### src/rtl/ca_correlator_if.sv
`default_nettype none
// ============================================================================
// Module   : ca_correlator_if
// Brief    : Sample/chip stream in and epoch dump handshake out for the
//            C/A correlator.
// Revision : 1.0
// ============================================================================
interface ca_correlator_if #(
  parameter int SAMP_W = 4,
  parameter int ACC_W  = 16
);
  logic                     enable;
  logic                     samp_valid;
  logic signed [SAMP_W-1:0] samp_i;
  logic signed [SAMP_W-1:0] samp_q;
  logic                     ca_chip;
  logic [9:0]               code_shift;
  logic                     dump_ready;
  logic                     overrun_clr;
  logic                     dump_valid;
  logic signed [ACC_W-1:0]  dump_i;
  logic signed [ACC_W-1:0]  dump_q;
  logic [10:0]              dump_n;
  logic                     overrun;
  logic                     busy;

  modport master (
    output enable, samp_valid, samp_i, samp_q, ca_chip, code_shift,
           dump_ready, overrun_clr,
    input  dump_valid, dump_i, dump_q, dump_n, overrun, busy
  );

  modport slave (
    input  enable, samp_valid, samp_i, samp_q, ca_chip, code_shift,
           dump_ready, overrun_clr,
    output dump_valid, dump_i, dump_q, dump_n, overrun, busy
  );
endinterface
`default_nettype wire

### src/rtl/ca_correlator.sv
`default_nettype none
// ============================================================================
// Module   : ca_correlator
// Brief    : Code-epoch I/Q correlator; despreads samples by the C/A chip and
//            dumps one sum per 1023-chip epoch through a valid/ready handshake.
// Revision : 1.0
// ============================================================================
module ca_correlator #(
  parameter int SAMP_W = 4,
  parameter int ACC_W  = 16
) (
  input  wire logic       clock,
  input  wire logic       reset,
  ca_correlator_if.slave  bus
);

  typedef enum logic [1:0] {
    ST_IDLE  = 2'd0,
    ST_ARM   = 2'd1,
    ST_ACCUM = 2'd2
  } state_t;

  localparam logic [9:0] C_FIRST_CHIP = 10'd0;
  localparam logic [9:0] C_LAST_CHIP  = 10'd1022;

  state_t                  r_state;
  logic                    r_busy;
  logic signed [ACC_W-1:0] r_acc_i;
  logic signed [ACC_W-1:0] r_acc_q;
  logic [10:0]             r_acc_n;
  logic signed [ACC_W-1:0] r_dump_i;
  logic signed [ACC_W-1:0] r_dump_q;
  logic [10:0]             r_dump_n;
  logic                    r_dump_valid;
  logic                    r_overrun;

  logic signed [ACC_W-1:0] w_ext_i;
  logic signed [ACC_W-1:0] w_ext_q;
  logic signed [ACC_W-1:0] w_add_i;
  logic signed [ACC_W-1:0] w_add_q;
  logic signed [ACC_W-1:0] w_sum_i;
  logic signed [ACC_W-1:0] w_sum_q;
  logic [10:0]             w_sum_n;
  logic                    w_accum;
  logic                    w_epoch_end;
  logic                    w_ovr_evt;

  // Negating after widening keeps the most negative sample from wrapping.
  assign w_ext_i = {{(ACC_W-SAMP_W){bus.samp_i[SAMP_W-1]}}, bus.samp_i};
  assign w_ext_q = {{(ACC_W-SAMP_W){bus.samp_q[SAMP_W-1]}}, bus.samp_q};
  assign w_add_i = !bus.samp_valid ? '0 : (bus.ca_chip ? -w_ext_i : w_ext_i);
  assign w_add_q = !bus.samp_valid ? '0 : (bus.ca_chip ? -w_ext_q : w_ext_q);
  assign w_sum_i = r_acc_i + w_add_i;
  assign w_sum_q = r_acc_q + w_add_q;
  assign w_sum_n = r_acc_n + {10'd0, bus.samp_valid};

  assign w_accum     = bus.enable &&
                       ((r_state == ST_ARM && bus.code_shift == C_FIRST_CHIP) ||
                        r_state == ST_ACCUM);
  assign w_epoch_end = bus.enable && (r_state == ST_ACCUM) &&
                       (bus.code_shift == C_LAST_CHIP);
  assign w_ovr_evt   = w_epoch_end && r_dump_valid && !bus.dump_ready;

  always_ff @(posedge clock or posedge reset) begin
    if (reset) begin
      r_state      <= ST_IDLE;
      r_busy       <= 1'b0;
      r_acc_i      <= '0;
      r_acc_q      <= '0;
      r_acc_n      <= '0;
      r_dump_i     <= '0;
      r_dump_q     <= '0;
      r_dump_n     <= '0;
      r_dump_valid <= 1'b0;
      r_overrun    <= 1'b0;
    end else begin
      if (!bus.enable) begin
        r_state <= ST_IDLE;
        r_busy  <= 1'b0;
        r_acc_i <= '0;
        r_acc_q <= '0;
        r_acc_n <= '0;
      end else begin
        case (r_state)
          ST_IDLE: begin
            r_state <= ST_ARM;
            r_busy  <= 1'b1;
          end
          ST_ARM: begin
            if (bus.code_shift == C_FIRST_CHIP) r_state <= ST_ACCUM;
          end
          ST_ACCUM: r_state <= ST_ACCUM;
          default: begin
            r_state <= ST_IDLE;
            r_busy  <= 1'b0;
          end
        endcase

        // Only chip 1022 closes an epoch; upstream code reloads do not.
        if (w_epoch_end) begin
          r_acc_i <= '0;
          r_acc_q <= '0;
          r_acc_n <= '0;
        end else if (w_accum) begin
          r_acc_i <= w_sum_i;
          r_acc_q <= w_sum_q;
          r_acc_n <= w_sum_n;
        end
      end

      if (w_epoch_end) begin
        r_dump_i     <= w_sum_i;
        r_dump_q     <= w_sum_q;
        r_dump_n     <= w_sum_n;
        r_dump_valid <= 1'b1;
      end else if (r_dump_valid && bus.dump_ready) begin
        r_dump_valid <= 1'b0;
      end

      r_overrun <= w_ovr_evt | (r_overrun & ~bus.overrun_clr);
    end
  end

  assign bus.dump_valid = r_dump_valid;
  assign bus.dump_i     = r_dump_i;
  assign bus.dump_q     = r_dump_q;
  assign bus.dump_n     = r_dump_n;
  assign bus.overrun    = r_overrun;
  assign bus.busy       = r_busy;

endmodule
`default_nettype wire

### src/flat_wrapper.sv
// flat-port wrapper written by rule: the top's interface ports become plain ports
module ca_correlator_flat 
#(
  parameter int SAMP_W = 4,
  parameter int ACC_W  = 16
)
  (clock, reset, bus_enable, bus_samp_valid, bus_samp_i, bus_samp_q, bus_ca_chip, bus_code_shift, bus_dump_ready, bus_overrun_clr, bus_dump_valid, bus_dump_i, bus_dump_q, bus_dump_n, bus_overrun, bus_busy);
  ca_correlator_if #(.SAMP_W(SAMP_W), .ACC_W(ACC_W)) bus_i ();
  input  wire logic clock;
  input  wire logic reset;
  input wire logic [$bits(bus_i.enable)-1:0] bus_enable;
  input wire logic [$bits(bus_i.samp_valid)-1:0] bus_samp_valid;
  input wire logic [$bits(bus_i.samp_i)-1:0] bus_samp_i;
  input wire logic [$bits(bus_i.samp_q)-1:0] bus_samp_q;
  input wire logic [$bits(bus_i.ca_chip)-1:0] bus_ca_chip;
  input wire logic [$bits(bus_i.code_shift)-1:0] bus_code_shift;
  input wire logic [$bits(bus_i.dump_ready)-1:0] bus_dump_ready;
  input wire logic [$bits(bus_i.overrun_clr)-1:0] bus_overrun_clr;
  output wire logic [$bits(bus_i.dump_valid)-1:0] bus_dump_valid;
  output wire logic [$bits(bus_i.dump_i)-1:0] bus_dump_i;
  output wire logic [$bits(bus_i.dump_q)-1:0] bus_dump_q;
  output wire logic [$bits(bus_i.dump_n)-1:0] bus_dump_n;
  output wire logic [$bits(bus_i.overrun)-1:0] bus_overrun;
  output wire logic [$bits(bus_i.busy)-1:0] bus_busy;
  assign bus_i.enable = bus_enable;
  assign bus_i.samp_valid = bus_samp_valid;
  assign bus_i.samp_i = bus_samp_i;
  assign bus_i.samp_q = bus_samp_q;
  assign bus_i.ca_chip = bus_ca_chip;
  assign bus_i.code_shift = bus_code_shift;
  assign bus_i.dump_ready = bus_dump_ready;
  assign bus_i.overrun_clr = bus_overrun_clr;
  assign bus_dump_valid = bus_i.dump_valid;
  assign bus_dump_i = bus_i.dump_i;
  assign bus_dump_q = bus_i.dump_q;
  assign bus_dump_n = bus_i.dump_n;
  assign bus_overrun = bus_i.overrun;
  assign bus_busy = bus_i.busy;
  ca_correlator #(.SAMP_W(SAMP_W), .ACC_W(ACC_W)) u_core (.clock(clock), .reset(reset), .bus(bus_i));
endmodule
### config.mk
export PLATFORM = sky130hd
export DESIGN_NAME = ca_correlator_flat
export DESIGN_NICKNAME = d
export VERILOG_FILES = /design/src/rtl/ca_correlator_if.sv /design/src/rtl/ca_correlator.sv /design/src/flat_wrapper.sv
export SDC_FILE = /design/constraint.sdc
export NUM_CORES = 1
export LEC_CHECK = 0
export ABC_CLOCK_PERIOD_IN_PS = 3300
export CORE_ASPECT_RATIO = 0.7
export CORE_MARGIN = 2
export CORE_UTILIZATION = 55
export DETAILED_ROUTE_END_ITERATION = 7
export GPL_ROUTABILITY_DRIVEN = 0
export GPL_TIMING_DRIVEN = 0
export HOLD_SLACK_MARGIN = 0.12
export PLACE_DENSITY = 0.8
export SYNTH_ARGS = -nofsm -noshare
export SYNTH_HDL_FRONTEND = slang
export SYNTH_SLANG_ARGS = --single-unit
### constraint.sdc
create_clock -name clock -period 3.3 [get_ports clock]
set_input_delay 0.33 -clock clock [delete_from_list [all_inputs] [get_ports clock]]
set_output_delay 0.33 -clock clock [all_outputs]
set_load 0.05 [all_outputs]
Word level (Yosys, flattened, before mapping)
Index checks and enable logic that the tools add are counted.
{"block": "totals", "input_bits": 25, "mem_count": 0, "latch_bits": 0, "output_inout_bits": 46, "romBits": 0, "reg_bits": 91, "mem_bits_rw": 0, "wordCells": 57}
{"block": "classes", "mul": 0, "n_eq_ne": 6, "muxes": 20, "reduce_logical": 13, "n_div": 0, "bitwise_logic": 3, "add_sub_neg": 5, "shifts": 0, "order_cmp": 0}
{"operator": "16-bit two-way mux", "n": 10}
{"operator": "11-bit two-way mux", "n": 3}
{"operator": "16-bit adder", "n": 2}
{"operator": "16-bit negation", "n": 2}
{"operator": "11-bit by 1-bit adder with 11-bit output", "n": 1}
{"operator": "10-bit == test, second input constant", "n": 1}
{"operator": "10-bit logical NOT", "n": 1}
{"operator": "1-bit logical AND", "n": 7}
{"operator": "2-bit one-hot mux with 3 select lines", "n": 1}
{"operator": "2-bit two-way mux", "n": 2}
{"operator": "1-bit two-way mux", "n": 3}
{"operator": "3-bit by 1-bit != test with 1-bit output, second input constant", "n": 1}
{"operator": "3-bit != test, second input constant", "n": 1}
{"operator": "2-bit by 1-bit == test with 1-bit output, second input constant", "n": 1}
{"operator": "2-bit == test, second input constant", "n": 1}
{"operator": "2-bit logical NOT", "n": 1}
{"operator": "2-bit != test, second input constant", "n": 1}
{"operator": "1-bit one-hot mux with 2 select lines", "n": 1}
{"operator": "2-bit nonzero test", "n": 1}
{"operator": "2-bit OR reduction", "n": 1}
{"operator": "1-bit AND", "n": 1}
{"operator": "1-bit logical NOT", "n": 1}
{"operator": "1-bit logical OR", "n": 1}
{"operator": "1-bit inverter", "n": 1}
{"operator": "1-bit OR", "n": 1}

Logic depth before layout (Yosys ltp)
Gate-level depths: netlist of run 1.
{"block": "depth", "depth_word": 7, "mapped_depth": 14, "mapped_depth_nobuf": 14}

Worst setup path before layout of run 1
No wires, ideal clock.
{"block": "synth_timing", "path_kind": "input-to-reg", "startpoint": "input port bus_samp_i[2]", "endpoint": "register u_core.r_dump_i[15] (netlist: u_core.bus.dump_i[15])", "path_buffers": 0, "stages": 12, "arrival_ns": 3.021, "setup_ns": 0.125, "required_time_ns": 3.175, "path_slack_ns": 0.154, "cell_sequence": "or3_1 > nand2b_1 > ha_1 > a21oi_1 > ha_1 > o21ai_0 > a211o_1 > a311oi_1 > mux2i_1 > nand2_1 > xnor2_1 > mux2_2"}
{"block": "synth_via", "elab_chain_len": 4}
{"element": "start, declared", "line": "flat_wrapper.sv:13", "rtl": "input wire logic [$bits(bus_i.samp_i)-1:0] bus_samp_i;"}
{"element": "16-bit negation", "line": "ca_correlator.sv:51", "rtl": "assign w_add_i = !bus.samp_valid ? '0 : (bus.ca_chip ? -w_ext_i : w_ext_i);"}
{"element": "16-bit two-way mux * (2 in a row)", "line": "ca_correlator.sv:51"}
{"element": "16-bit adder *", "line": "ca_correlator.sv:53", "rtl": "assign w_sum_i = r_acc_i + w_add_i;"}
{"element": "end signal, assigned", "line": "ca_correlator.sv:112", "rtl": "r_dump_i <= w_sum_i;"}
{"element": "end, declared", "line": "ca_correlator.sv:31", "rtl": "logic signed [ACC_W-1:0] r_dump_i;"}
Every way passes the cells marked *; elsewhere a longest branch is shown, timed or not.
A chain may end at the register's enable or synchronous reset.

Final worst setup path of run 1
{"block": "layout_timing", "startpoint": "input port bus_ca_chip", "endpoint": "register u_core.r_dump_i[15] (netlist: u_core.bus.dump_i[15])"}
{"block": "layout_via", "elab_chain_len": 3}
{"element": "start, declared", "line": "flat_wrapper.sv:15", "rtl": "input wire logic [$bits(bus_i.ca_chip)-1:0] bus_ca_chip;"}
{"element": "16-bit two-way mux (2 in a row)", "line": "ca_correlator.sv:51"}
{"element": "16-bit adder", "line": "ca_correlator.sv:53"}
No other way between the ends.

==> metrics, run 1 <==
Critical Path RT=3.54 ns; post-route setup slack=0.0795 ns; NumNets Final=741; clock sink total=91; total number of vias=4,831; detailed placement HPWL=10.0 mm; grt total ovfl=0; Yosys reg bits=91; status=completed; end-of-flow core utilization=72.6%; Tot Pwr=4.03 mW; CP startpoint kind=input port; Pleak=3.36 nW; logic gate share of total power=39.3%; largest net degree at the start of global routing=74; path type of the worst min-delay path=in2async; initial antenna violation count=0; Max Fclk=0.311 GHz; Clk pwr share=24.9%; Design Area, Final=7030 um2; Initial Utilization=56.5%; Reg2Reg Depth=10; # setup viols final=0; aggregate global-route resource usage=28.1%; number of synthesized flops with an enable pin=0; reg2reg start=u_core.r_acc_q[0]$_DFFE_PP0P_; total CTS buffers=9; sw frac=37.7%; Mapped Cells=584; sequential share of power=35.8%; worst slack, placed=-0.814 ns; dpl cell area=6360 um2; worst path arrival time=3.46 ns; drt pass-1 iters=5; CTS tree=done; Synth cell types=50; Slew Limit Fails=0; syn avg cell area=9.37 um2; Worst Tran Pin Value=0.833 ns; FP Rows=30; I/O Buffers=70; maximum vdd drop=0.455 mV; clock latency on the worst-skew pair=0.36 ns; Seq/Total Area, Yosys=41.6%; WHS=0.265 ns; # diodes=0; power per cell area=572 nW/um2; Area Growth Syn to Fin=28.5%; Routed Antenna Nets=0; first-pass GRT wire length=23.2 mm; Cells after DPL=783; I/O pins=71; die width=123 um; root buf cell=clkbuf_16; crit end category=register; reg2reg end=u_core.r_acc_q[14]$_DFFE_PP0P_; Max H-tree Level=3; Fin Setup TNS=0 ns; Tmin final=3.22 ns; quantity of hold-fixing buffers added after cts=0; crit path kind=in2reg; DRC=0; drt first-iter violations=393; reg2reg setup slack=0.72 ns; Non-Filler Instances=804; Max clock buf depth=2; relative slew slack=44.4%; layout cells sized above 1=13.5%; vias in the first global route=4,739; drt via density=6.01; Die Y=87.5 um; clock skew=0.00914 ns; Fill cells=668; drt wl/cell=18.2 um; Pint=2.51 mW; fin crit share=97.6%; core area=9680 um2; Routed WL=14.6 mm; max_cap viols=0; Final Hold Viols=0; synthesized net count=654; YS warnings=0; DIE AREA=10,800 um2; most common cell after layout, fill and taps aside=nand2_1; Post-synth ARST share=100%; most frequent cells in the layout=nand2_1, dfrtp_1, clkdlybuf4s50_1; CP max FO=10; switching pwr=1.52 mW; Top FF cell, synth=dfrtp_1; Syn Std Cell Area=5470 um2; Clock Pin Slew Worst Setup and Hold Paths=0.07 ns
## critical path: stages
cell             delay [ns]
clkdlybuf4s50_1        0.44
clkbuf_4               0.21
buf_4                  0.20
o21ai_4                0.18
a21oi_4                0.06
ha_1                   0.28
clkbuf_4               0.17
o21ai_0                0.10
a211o_1                0.36
a311oi_4               0.32
mux2i_2                0.30
nand2_1                0.13
xnor2_1                0.14
mux2_2                 0.25
## cell type report
class | count | area, um2 | share of cell area [%]
multi-input combinational | 448 | 3320 | 47.2
sequential | 91 | 2280 | 32.4
timing repair buffer | 77 | 790 | 11.2
clock buffer | 10 | 239 | 3.40
tap | 128 | 160 | 2.28
buffer | 23 | 120 | 1.71
inverter | 21 | 81.3 | 1.16
clock inverter | 6 | 47.5 | 0.676
## cell families after synthesis
kind of cell,count (synthesis),share of synthesized area (%)
AND/OR/NAND/NOR,191,16.1
AO/OA/AOI/OAI,155,18.4
flip-flops,91,41.6
buffers and inverters,45,3.52
adder cells (fa/ha/maj),45,10.6
XOR/XNOR,39,6.24
multiplexers,18,3.57
## what timing repair did
item,CTS,global route
pin swaps,5,12
buffers inserted,2,4
gates resized for setup,32,46
setup endpoints to repair,21,21
## flip-flops by register name (all words and copies together), names as in the netlist
signal / count
u_core.r_acc_q: 16
u_core.r_state: 2
u_core.bus.overrun: 1
u_core.r_acc_n: 11
u_core.bus.dump_i: 16
u_core.bus.dump_n: 11
u_core.bus.dump_q: 16
u_core.bus.dump_valid: 1
u_core.r_acc_i: 16
u_core.bus.busy: 1
## layer usage
layer	vias to the layer above	share of wire (%)	track usage [%]
li1	2222	-	-
met1	2364	43	36.9
met2	203	47	44.8
met3	42	7.2	8.12
met4	0	2.4	9.19
met5	-	0	0
## power by group through the flow
stage               Clock, mW  Combinational [mW]  Sequential (mW)
floorplan                   0                1.02             1.42
global placement            0                1.29             1.42
detailed placement          0                1.36             1.43
CTS                      1.02                1.43             1.43
global route             1.07                1.73             1.45
finish                   1.00                1.58             1.44
## worst max path at each step
stage | startpoint | end | slack (ns)
after floorplan | bus_samp_i[2] | u_core.bus.dump_i[15]$_DFFE_PP0P_ | 0.15
after global placement | bus_ca_chip | u_core.bus.dump_i[15]$_DFFE_PP0P_ | -0.79
after global routing | bus_ca_chip | u_core.bus.dump_i[15]$_DFFE_PP0P_ | -0.01
final | bus_ca_chip | u_core.bus.dump_i[15]$_DFFE_PP0P_ | 0.08
after detailed placement | bus_ca_chip | u_core.bus.dump_i[15]$_DFFE_PP0P_ | -0.81
after CTS | bus_ca_chip | u_core.bus.dump_i[15]$_DFFE_PP0P_ | -0.02
## synthesized netlist by cell type, drive strengths merged (10+ instances only)
master  count  area [um2]
mux2       12         135
xor2       15         131
inv        21        78.8
nand2     111         417
clkbuf     16        61.3
a22o       27         236
dfrtp      91        2280
a21oi      29         149
a21o       10        75.1
ha         43         538
and3       10        62.6
xnor2      24         210
nor2       23        91.3
o21ai      50         250
nand2b     14        87.6
No activity file was read; power rests on OpenSTA's default activity.
==> run 2: changes to the inputs <==
Settings changed: ABC_AREA from default to 1, PLACE_DENSITY 0.8 to 0.79.
==> metrics, run 2 <==
Synth cell types=34 (was 50); most frequent cells in the layout=nand2_1, inv_1, dfrtp_1 (was nand2_1, dfrtp_1, clkdlybuf4s50_1); Clock Pin Slew Worst Setup and Hold Paths=0.07 ns (about the same); core area=10,500 um2 (was 9680 um2); Max clock buf depth=2 (unchanged); root buf cell=clkbuf_16 (unchanged); Yosys reg bits=91 (unchanged); I/O Buffers=69 (was 70); quantity of hold-fixing buffers added after cts=0 (unchanged); drt wl/cell=13.6 um (was 18.2 um); Post-CTS Setup Bufs=0 (was 2); Area Growth Syn to Fin=20.5% (was 28.5%); CP max FO=7 (was 10); relative slew slack=54.6% (was 44.4%); post-route setup slack=0.434 ns (was 0.0795 ns); I/O pins=71 (unchanged); Final Hold Viols=0 (unchanged); Initial Utilization=57.4% (was 56.5%); area share of the largest cell type after synthesis=37.8% (was 41.6%); most common cell after layout, fill and taps aside=nand2_1 (unchanged); # diodes=0 (unchanged); drt pass-1 iters=5 (unchanged); drt via density=5.08 (was 6.01); clock sink total=91 (unchanged); PostCTS Resize Cnt=0 (was 32); die width=129 um (was 123 um); first-pass GRT wire length=25.3 mm (was 23.2 mm); # setup viols final=0 (unchanged); YS warnings=0 (unchanged); FP Rows=31 (was 30); layout cells sized above 1=5.82% (was 13.5%); clock latency on the worst-skew pair=0.35 ns (was 0.36 ns); fin crit share=86.9% (was 97.6%); Seq/Total Area, Yosys=37.8% (was 41.6%); Cells after DPL=1,060 (was 783); top cells by area, synth=dfrtp_1, nand2_1, ha_1, inv_1, nand3_1 (was dfrtp_1, ha_1, nand2_1, a22o_1, o21ai_0); number of synthesized flops with an enable pin=0 (unchanged); Critical Path RT=3.53 ns (was 3.54 ns); reg2reg setup slack=1.37 ns (was 0.72 ns); path type of the worst min-delay path=in2async (unchanged); Mapped Cells=842 (was 584); status=completed (unchanged); drt first-iter violations=455 (was 393); Non-Filler Instances=1,076 (was 804); syn avg cell area=7.16 um2 (was 9.37 um2); Top FF cell, synth=dfrtp_1 (unchanged); top-count cell post-synth=nand2_1 (unchanged); worst slack, placed=0.102 ns (was -0.814 ns); clock skew=0.00975 ns (was 0.00914 ns); total CTS buffers=9 (unchanged); vias in the first global route=5,273 (was 4,739); worst path arrival time=3.10 ns (was 3.46 ns); initial antenna violation count=0 (unchanged); largest net degree at the start of global routing=49 (was 74); CTS tree=done (unchanged); crit path kind=in2reg (unchanged); reg2reg end=u_core.r_acc_q[14]$_DFFE_PP0P_ (unchanged); reg2reg start=u_core.r_acc_q[0]$_DFFE_PP0P_ (unchanged); CP startpoint=bus_samp_valid (was bus_ca_chip); Reg2Reg Depth=10 (unchanged); Syn Std Cell Area=6030 um2 (was 5470 um2); total number of vias=5,466 (was 4,831); area leader, netlist=dfrtp_1 (unchanged); CP startpoint kind=input port (unchanged); Max Fclk=0.349 GHz (was 0.311 GHz); grt total ovfl=0 (unchanged); DRC=0 (unchanged); Tmin final=2.87 ns (was 3.22 ns); Die Y=91.6 um (was 87.5 um); Max H-tree Level=3 (unchanged); power per cell area=576 nW/um2 (was 572 nW/um2); DIE AREA=11,800 um2 (was 10,800 um2); max_cap viols=0 (unchanged); detailed placement HPWL=11.3 mm (was 10.0 mm); Tot Pwr=4.18 mW (was 4.03 mW); RSZ-0062 raised after global routing=false; Routed Antenna Nets=0 (unchanged); CP Capture Point=u_core.bus.dump_q[15]$_DFFE_PP0P_ (was u_core.bus.dump_i[15]$_DFFE_PP0P_); aggregate global-route resource usage=26.9% (was 28.1%); Post-synth ARST share=100% (unchanged); Slew Limit Fails=0 (unchanged); synthesized net count=912 (was 654); NumNets Final=993 (was 741); Post-synth top cells=nand2_1, inv_1, dfrtp_1 (was nand2_1, dfrtp_1, ha_1); Routed WL=14.6 mm (about the same); Worst Tran Pin Value=0.677 ns (was 0.833 ns); maximum vdd drop=0.339 mV (was 0.455 mV); Pleak=3.94 nW (was 3.36 nW); crit end category=register (unchanged)
-- run 2: cells by family (layout without fill, tap and decap cells) --
family / after synthesis / after routing / synth area share (%)
AND/OR/NAND/NOR: 476 / 476 / 33.0
buffers and inverters: 140 / 226 / 9.71
flip-flops: 91 / 91 / 37.8
AO/OA/AOI/OAI: 71 / 71 / 7.20
adder cells (fa/ha/maj): 45 / 45 / 9.59
XOR/XNOR: 19 / 19 / 2.76
-- run 2: worst min path at each step --
stage	slack [ns]	to	cells after the start	from
after global routing	0.46	u_core.bus.dump_q[4]$_DFFE_PP0P_	2	reset
after CTS	0.43	u_core.bus.dump_q[4]$_DFFE_PP0P_	2	reset
after floorplan	0.43	u_core.bus.overrun$_DFF_PP0_	1	bus_overrun_clr
after global placement	0.47	u_core.bus.dump_i[7]$_DFFE_PP0P_	2	u_core.bus.dump_i[7]$_DFFE_PP0P_
final	0.40	u_core.bus.dump_q[14]$_DFFE_PP0P_	2	reset
after detailed placement	0.47	u_core.bus.dump_q[6]$_DFFE_PP0P_	2	u_core.bus.dump_q[6]$_DFFE_PP0P_
-- run 2: critical path: stages --
cell and delay [ns]:
clkdlybuf4s50_1 0.65, inv_1 0.16, nor2_1 0.25, inv_1 0.13, a21oi_1 0.34, ha_1 0.35, nand2_1 0.15, inv_1 0.05
nand2_1 0.06, nand2_1 0.06, a21oi_1 0.23, nand3_1 0.16, nand3_1 0.11, nand2_1 0.05
-- run 2: layout make-up --
class | count | area (um2)
Clock buffer | 9 | 225
Inverter | 124 | 468
Fill cell | 884 | 3250
Buffer | 16 | 120
Tap cell | 148 | 185
Timing Repair Buffer | 70 | 718
Multi-Input combinational cell | 611 | 3170
Sequential cell | 91 | 2280
Clock inverter | 7 | 103
-- run 2: stage by stage --
stage                     instance area (um2)  hold slack (ns)  setup TNS (ns)  util [%]
after floorplan                          6030            0.429               0         -
after global placement                   6910            0.466          -76.41      65.7
after detailed placement                 6940            0.465               0      66.0
after CTS                                7260            0.425               0      69.1
after global routing                     7260            0.457               0      69.1
final                                    7260            0.397               0      69.1
-- run 2: where the power goes --
part | internal, mW | switching, mW
Combinational | 0.584 | 1.05
Sequential | 1.30 | 0.119
Clock | 0.669 | 0.461
-- run 2: metal layers --
metal  GRT usage [%]  routed length [um]  vias to the layer above
met1            39.9                7110                     2480
li1                -                   -                     2792
met4            3.99                 108                        0
met3            6.24                1080                       13
met5               0                   0                        -
met2            40.7                6350                      181
